[src/rtl/conv_core_v2.sv]
// conv_core_v2: 1-D linear convolution core. Z[k] = sum X[i]*Y[k-i].
// Ports: X/Y sync-read RAM ports, Z write port, start/config_in, status.
module conv_core_v2 #(
  parameter int DATA_WIDTH = 32,
  parameter int ADDR_WIDTH = 5,
  parameter int ZW         = 64
) (
  input  logic                      clk,
  input  logic                      rst,
  input  logic                      start,
  input  logic [2*ADDR_WIDTH+1:0]   config_in,
  input  logic [DATA_WIDTH-1:0]     dataX,
  output logic [ADDR_WIDTH-1:0]     memX_addr,
  input  logic [DATA_WIDTH-1:0]     dataY,
  output logic [ADDR_WIDTH-1:0]     memY_addr,
  output logic [ZW-1:0]             dataZ,
  output logic [ADDR_WIDTH:0]       memZ_addr,
  output logic                      writeZ,
  output logic                      busy_out,
  output logic                      done_out,
  output logic                      ovf_out,
  output logic                      err_out
);

  localparam int DW    = DATA_WIDTH;
  localparam int AW    = ADDR_WIDTH;
  localparam int KW    = AW + 1;
  localparam int PW    = 2*DW + 2;
  localparam int ACC_W = 2*DW + AW;
  localparam int EW    = ((ACC_W > ZW) ? ACC_W : ZW) + 1;

  typedef enum logic [2:0] {
    IDLE, SETUP, ISSUE, DRAIN1, DRAIN2, WRITE, DONE
  } state_t;

  state_t            state_q;
  logic [AW-1:0]     sx_q, sy_q;
  logic              sgn_q, sat_q;
  logic [KW-1:0]     k_q;
  logic [AW-1:0]     xa_q, ya_q;
  logic              v1_q, v2_q;
  logic [PW-1:0]     prod_q;
  logic [ACC_W-1:0]  acc_q;
  logic [ZW-1:0]     dz_q;
  logic [KW-1:0]     za_q;
  logic              wz_q, busy_q, done_q, ovf_q, err_q;

  // Operands widened by one bit so one signed multiplier
  // covers both modes.
  logic signed [DW:0]   xo, yo;
  logic signed [PW-1:0] prod_c;

  assign xo     = {sgn_q & dataX[DW-1], dataX};
  assign yo     = {sgn_q & dataY[DW-1], dataY};
  assign prod_c = PW'(xo) * PW'(yo);

  logic [ACC_W-1:0] acc_n;
  assign acc_n = acc_q +
    {{(ACC_W-PW){prod_q[PW-1]}}, prod_q};

  logic [EW-1:0] ext;
  logic          ovf_c;
  logic [ZW-1:0] sat_v, dz_c;

  assign ext = {{(EW-ACC_W){sgn_q & acc_n[ACC_W-1]}}, acc_n};

  always_comb begin
    ovf_c = 1'b0;
    sat_v = '1;
    if (sgn_q) begin
      ovf_c = !((&ext[EW-1:ZW-1]) || !(|ext[EW-1:ZW-1]));
      sat_v = ext[EW-1] ? {1'b1, {(ZW-1){1'b0}}}
                        : {1'b0, {(ZW-1){1'b1}}};
    end else begin
      ovf_c = |ext[EW-1:ZW];
    end
    dz_c = (sat_q && ovf_c) ? sat_v : ext[ZW-1:0];
  end

  // Loop bookkeeping for the next output index.
  logic [KW-1:0] kn_c, klast_c;
  logic [AW-1:0] lo_c, yn_c;
  logic          last_c, zero_c;

  always_comb begin
    kn_c    = k_q + KW'(1);
    klast_c = KW'(sx_q) + KW'(sy_q) - KW'(2);
    lo_c    = '0;
    if (kn_c >= KW'(sy_q))
      lo_c = AW'(kn_c - KW'(sy_q) + KW'(1));
    yn_c    = AW'(kn_c - KW'(lo_c));
    // i stops at min(k, sizeX-1), whichever it hits first
    last_c  = (KW'(xa_q) == k_q) ||
              (xa_q == sx_q - AW'(1));
    zero_c  = (config_in[AW-1:0] == '0) ||
              (config_in[2*AW-1:AW] == '0);
  end

  always_ff @(posedge clk) begin
    if (rst) begin
      state_q <= IDLE;
      sx_q    <= '0;
      sy_q    <= '0;
      sgn_q   <= 1'b0;
      sat_q   <= 1'b0;
      k_q     <= '0;
      xa_q    <= '0;
      ya_q    <= '0;
      v1_q    <= 1'b0;
      v2_q    <= 1'b0;
      prod_q  <= '0;
      acc_q   <= '0;
      dz_q    <= '0;
      za_q    <= '0;
      wz_q    <= 1'b0;
      busy_q  <= 1'b0;
      done_q  <= 1'b0;
      ovf_q   <= 1'b0;
      err_q   <= 1'b0;
    end else begin
      v1_q   <= (state_q == ISSUE);
      v2_q   <= v1_q;
      prod_q <= prod_c;
      if (v2_q)
        acc_q <= acc_n;
      wz_q   <= 1'b0;
      done_q <= 1'b0;
      unique case (state_q)
        IDLE: begin
          if (start) begin
            state_q <= SETUP;
            busy_q  <= 1'b1;
          end
        end
        SETUP: begin
          sx_q  <= config_in[AW-1:0];
          sy_q  <= config_in[2*AW-1:AW];
          sgn_q <= config_in[2*AW];
          sat_q <= config_in[2*AW+1];
          ovf_q <= 1'b0;
          err_q <= zero_c;
          k_q   <= '0;
          if (zero_c) begin
            state_q <= DONE;
            busy_q  <= 1'b0;
            done_q  <= 1'b1;
          end else begin
            state_q <= ISSUE;
            xa_q    <= '0;
            ya_q    <= '0;
            acc_q   <= '0;
          end
        end
        ISSUE: begin
          if (last_c) begin
            state_q <= DRAIN1;
            xa_q    <= '0;
            ya_q    <= '0;
          end else begin
            xa_q <= xa_q + AW'(1);
            ya_q <= ya_q - AW'(1);
          end
        end
        DRAIN1: state_q <= DRAIN2;
        DRAIN2: begin
          state_q <= WRITE;
          wz_q    <= 1'b1;
          za_q    <= k_q;
          dz_q    <= dz_c;
          if (ovf_c)
            ovf_q <= 1'b1;
        end
        WRITE: begin
          if (k_q == klast_c) begin
            state_q <= DONE;
            busy_q  <= 1'b0;
            done_q  <= 1'b1;
          end else begin
            state_q <= ISSUE;
            k_q     <= kn_c;
            xa_q    <= lo_c;
            ya_q    <= yn_c;
            acc_q   <= '0;
          end
        end
        DONE:    state_q <= IDLE;
        default: state_q <= IDLE;
      endcase
    end
  end

  assign memX_addr = xa_q;
  assign memY_addr = ya_q;
  assign dataZ     = dz_q;
  assign memZ_addr = za_q;
  assign writeZ    = wz_q;
  assign busy_out  = busy_q;
  assign done_out  = done_q;
  assign ovf_out   = ovf_q;
  assign err_out   = err_q;

endmodule

[config.mk]
export PLATFORM = sky130hd
export DESIGN_NAME = conv_core_v2
export DESIGN_NICKNAME = d
export VERILOG_FILES = /design/src/rtl/conv_core_v2.sv
export SDC_FILE = /design/constraint.sdc
export NUM_CORES = 2
export LEC_CHECK = 0
export CORE_MARGIN = 2
export CORE_UTILIZATION = 51
export CTS_CLUSTER_DIAMETER = 50
export CTS_CLUSTER_SIZE = 14
export DETAILED_ROUTE_END_ITERATION = 8
export GPL_ROUTABILITY_DRIVEN = 0
export HOLD_SLACK_MARGIN = 0.06
export PLACE_DENSITY = 0.68
export SLEW_MARGIN = 20
export SYNTH_ARGS = -nofsm -noshare
export SYNTH_HDL_FRONTEND = slang
export SYNTH_SLANG_ARGS = --single-unit
[constraint.sdc]
create_clock -name clk -period 10.7 [get_ports clk]
set_input_delay 2.14 -clock clk [delete_from_list [all_inputs] [get_ports clk]]
set_output_delay 2.14 -clock clk [all_outputs]
set_load 0.02 [all_outputs]
==> Yosys cells after proc, flatten, opt, wreduce, memory -nomap -nowiden <==
Cells that the tools add are included.
{ "totals": {"regBits": 243, "inputBits": 79} }
{ "classes": {"add_sub_neg": 10, "mul": 1, "order_cmp": 1, "eq_ne": 15, "mux": 33, "bitwise": 3, "n_reduce_logical": 21} }
{ "op_table": {"columns": ["cell", "n"], "rows": [
  ["2-to-1 mux 69 bit", 3],
  ["2-to-1 mux 64 bit", 3],
  ["case mux 69 bit (2 select lines)", 1],
  ["adder 69 bit", 1],
  ["multiplier 33 x 33 -> 66 bit", 1],
  ["2-to-1 mux 5 bit", 6],
  ["case mux 5 bit (3 select lines)", 2],
  ["case mux 3 bit (6 select lines)", 1],
  ["inequality test 2 bit (second input constant)", 7],
  ["2-to-1 mux 3 bit", 4],
  ["case mux 6 bit (2 select lines)", 1],
  ["adder 5 x 1 -> 5 bit (second input constant)", 2],
  ["logical NOT 5 bit", 2],
  ["subtractor 5 x 1 -> 5 bit (second input constant)", 2],
  ["subtractor 5 bit", 2],
  ["2-to-1 mux 1 bit", 8],
  ["AND reduction 7 bit", 1],
  ["OR reduction 7 bit", 1],
  ["adder 5 x 5 -> 6 bit", 1],
  ["adder 6 x 1 -> 6 bit (second input constant)", 1],
  ["== test 3 x 2 -> 1 bit (second input constant)", 2],
  ["== test 3 bit (second input constant)", 2],
  ["== test 5 x 6 -> 1 bit", 1],
  ["== test 6 bit", 1],
  ["other kinds (18)", 28]
]} }

==> Depth between registers and ports, before layout <==
{ "depth": {"word_depth": 9, "depth_mapped": 31} }

==> Least setup slack after synthesis <==
OpenSTA, ideal clock, no wires.
{ "synth_timing": {"path_kind": "input-to-reg", "start": "input dataY[7]", "end": "register prod_q[64]", "setup_ns": 0.123, "t_arrival_ns": 9.821, "slack_ns": 0.756, "path_stages": 28, "path_buffers": 2, "cell_sequence": "clkbuf_1 clkbuf_1 nand2_1 fa_1 inv_1 fa_1 fa_1 inv_1 fa_1 fa_1 inv_1 fa_1 fa_1 inv_1 fa_1 inv_1 ha_1 a21o_1 a21o_1 a221o_1 a2111oi_0 o211ai_1 a21boi_1 o211ai_1 o221ai_1 o221ai_1 a41oi_1 mux2_1"} }
{ "synth_between": {"elab_chain_len": 1} }
{ "synth_rtl": {"columns": ["item", "line", "text"], "rows": [
  ["start, declared", "14", "input logic [DATA_WIDTH-1:0] dataY,"],
  ["multiplier 33 x 33 -> 66 bit", "55", "assign prod_c = PW'(xo) * PW'(yo);"],
  ["end signal, assigned", "123", "prod_q <= prod_c;"],
  ["end, declared", "42", "logic [PW-1:0] prod_q;"]
]} }
Every way passes these cells.
A chain may end at the register's enable or synchronous reset.

==> Worst setup path in the final report <==
{ "layout_timing": {"start": "input dataY[1]", "end": "register prod_q[64]"} }
Same word-level chain as after synthesis.

==> summary.md <==
| Metric | Value |
|---|---|
| Fin Clk Skew | `0.0274 ns` |
| Final Hold Vio Count | `0` |
| Initial DRC count | `2717` |
| DIE WIDTH | `324 um` |
| HPWL after DPL | `118000 um` |
| Max incr delay on CP | `about 0.61 ns` |
| GRT Resource Usage Total | `0.265` |
| Post-synth EDFFs | `0` |
| Crit Path Max Fanout | `5` |
| Outcome | `complete, no violations` |
| WHS Path Cells | `1` |
| IO Count | `164` |
| Max Freq | `~100 MHz` |
| Detailed-route via count | `39.9k` |
| CP dominant cell by count | `fa_1` |
| Core Rows | `117` |
| Yosys reg bits | `243` |
| Synth Warn # | `0` |
| IO Port Bufs | `~160` |
| Critical path arrival | `10.67 ns` |
| Largest net degree at the start of global routing | `112` |
| Crit path required time | `around 11 ns` |
| Clock root buffer | `clkbuf_16` |
| Initial Utilization | `0.514` |
| Post-CTS Setup Bufs | `0` |
| Core Footprint | `0.102 mm2` |
| RSZ-0062 raised after global routing | `false` |
| Routed Antenna Nets | `0` |
| Htree depth | `1` |
| Synth-to-layout area growth | `8.56%` |
| Fin crit period | `10.26 ns` |
| Crit Path Class | `input port to flip-flop` |
| Wire length per cell | `18.6 um` |
| Final setup violation count | `0` |
| Layout cells sized above 1 | `0.0475` |
| Clock buffer depth | `3` |
| Seq/Total Area, Yosys | `0.0929` |
| Die Span Y | `324 um` |
| Reg2reg path depth | `27` |
| CTS sink cnt | `243` |
| Mapped Area | `0.0523 mm2` |
| Max-cap violations | `0` |
| Vias per std cell | `5.42` |
| First-pass GRT wire length | `around 230000 um` |
| Syn Nets | `about 7.4k` |
| Startpoint class of the critical path | `input port` |
| HP Class | `flip-flop to flip-flop` |
| Total grt overflow | `0` |
| Drt total wl | `137000 um` |
| Drc violations | `0` |
| Yosys cell types | `between 70 and 80` |
| Fin. max-slew vios | `0` |
| Fin crit share | `0.959` |
| Ys async rst share | `0` |
| Mean Syn Cell Area | `8.86 um2` |
| Cell count after synthesis | `5905` |
| Vias in the first global route | `42.4k` |
| Drt pass-1 iters | `5` |
| CTS tree | `yes` |
| Rel. slew slack | `0.329` |
| Latest clock arrival within the worst-skew pair | `0.54 ns` |
| Total CTS buffers | `23` |
| Clk pin slew, worst setup/hold paths | `0.07 ns` |
| Slowest CP cell | `clkdlybuf4s50_1` |
| Antenna violations before repair | `2` |
| Die area | `about 0.11 mm2` |
| Worst-margin pin slew | `about 1 ns` |
| TNS Setup | `0 ns` |
| Synth Flop Type | `dfxtp_1` |
| Crit. End Element | `flip-flop` |
| Net count, final | `~7.5k` |
-- cells in the final DEF (no fill, tap or decap), types with 7 or more instances in the layout --
| cell type | Yosys | final |
|---|---|---|
| nor3_1 | 34 | 34 |
| nor3b_1 | 8 | 8 |
| xor2_1 | 68 | 68 |
| o221ai_1 | 8 | 8 |
| and2_1 | 395 | 394 |
| o31ai_1 | 66 | 66 |
| a21boi_0 | 7 | 7 |
| fa_1 | 1151 | 1151 |
| mux2i_1 | 68 | 68 |
| nand4_1 | 39 | 39 |
| a21oi_1 | 190 | 190 |
| clkdlybuf4s50_1 | 0 | 161 |
| dfxtp_1 | 243 | 242 |
| nor4_1 | 9 | 9 |
| ha_1 | 310 | 310 |
| a21o_1 | 53 | 52 |
| and3_1 | 29 | 29 |
| nor2b_1 | 30 | 30 |
| a31oi_1 | 16 | 16 |
| o21bai_1 | 25 | 25 |
| o211ai_1 | 22 | 22 |
| a211oi_1 | 85 | 85 |
| inv_1 | 1152 | 1152 |
| nor2_1 | 314 | 314 |
| clkbuf_16 | 0 | 23 |
| nand3_1 | 42 | 42 |
| o21a_1 | 15 | 14 |
| buf_12 | 0 | 8 |
| or2_2 | 13 | 13 |
| nand3b_1 | 13 | 13 |
| xnor2_1 | 87 | 87 |
| a211o_1 | 11 | 11 |
| nand2_1 | 839 | 839 |
| a22oi_1 | 8 | 8 |
| and4_1 | 8 | 8 |
| buf_4 | 2 | 210 |
| o21ai_0 | 99 | 99 |
| nand2b_1 | 21 | 21 |
-- final cells by class --
type,count,area (um2)
flip-flops and latches,243,4870
repair buffers,381,3370
clock inverters,8,78.8
diodes,1,2.50
inverters,1153,4330
multi-input cells,4170,41900
clock buffers,29,608
well taps,1368,1710
fillers,9231,44900
-- routing by layer --
metal,GRT usage,vias up,part of all wire
met2,0.424,1332,0.45
met3,0.0424,202,0.075
met4,0.0605,0,0.023
li1,-,18100,-
met5,0,-,0
met1,0.381,20200,0.45
-- cells in the mapped netlist, drive strengths merged (40+ instances only) --
| library cell | n | area share |
|---|---|---|
| nand3 | 42 | 0.0040 |
| buf | 40 | 0.0036 |
| and2 | 395 | 0.047 |
| nand2 | 839 | 0.060 |
| dfxtp | 243 | 0.093 |
| a211oi | 85 | 0.012 |
| fa | 1151 | 0.44 |
| nor2 | 314 | 0.023 |
| xor2 | 68 | 0.011 |
| a21o | 53 | 0.0076 |
| inv | 1153 | 0.083 |
| a21oi | 190 | 0.018 |
| mux2i | 68 | 0.013 |
| ha | 310 | 0.074 |
| clkbuf | 299 | 0.021 |
| o31ai | 66 | 0.0095 |
| o21ai | 100 | 0.0096 |
| xnor2 | 87 | 0.015 |
-- final timing paths --
| path | from | endpoint | slack, ns |
|---|---|---|---|
| max | dataY[1] | prod_q[64] | 0.44 |
| min | v1_q | v2_q | 0.44 |
| max reg2reg | sgn_q | prod_q[64] | 2.26 |
| min reg2reg | v1_q | v2_q | 0.44 |
-- what timing repair did --
action / 4_1_cts / 5_1_grt
endpoints found under the setup margin: 0 / 3
gates resized for setup: 0 / 3
hold buffers: 0 / 0
-- state kept, by name, summed over array words and instances, names as in the netlist, 3 cells and up --
| name | flops |
|---|---|
| acc_q | 69 |
| k_q | 6 |
| sx_q | 5 |
| prod_q | 66 |
| dataZ | 64 |
| memY_addr | 5 |
| sy_q | 5 |
| memX_addr | 5 |
| memZ_addr | 6 |
| state_q | 3 |
-- cell families after synthesis --
kind of cell / after synthesis / share of synthesized area
flip-flops: 243 / 0.0929
XOR/XNOR: 155 / 0.0259
multiplexers: 73 / 0.0141
AO/OA/AOI/OAI: 659 / 0.0820
AND/OR/NAND/NOR: 1822 / 0.163
buffers and inverters: 1492 / 0.108
adder cells (fa/ha/maj): 1461 / 0.514
-- metrics by stage --
stage	hold slack (ns)	std cells	cell area (um2)	worst slack (ns)	util
after global placement	0.430	7315	56100	-0.285	0.552
final	0.444	7353	56800	0.437	0.559
after CTS	0.446	7352	56800	0.267	0.558
after floorplan	0.414	5905	52300	0.756	-
after global routing	0.473	7352	56800	0.121	0.559
after detailed placement	0.434	7315	56100	-0.293	0.552
-- critical path: cells and delay by family --
family / cells / cell delay (ns)
buffers and inverters: 8 / 1.14
adders and majority gates: 9 / 4.28
AOI/OAI and AO/OA: 10 / 2.51
muxes: 1 / 0.33
and+or+nand+nor: 1 / 0.26
Power is left out: the tool's default activity adds up to more than one toggle a clock period on the data nets, which glitch-free logic cannot reach.
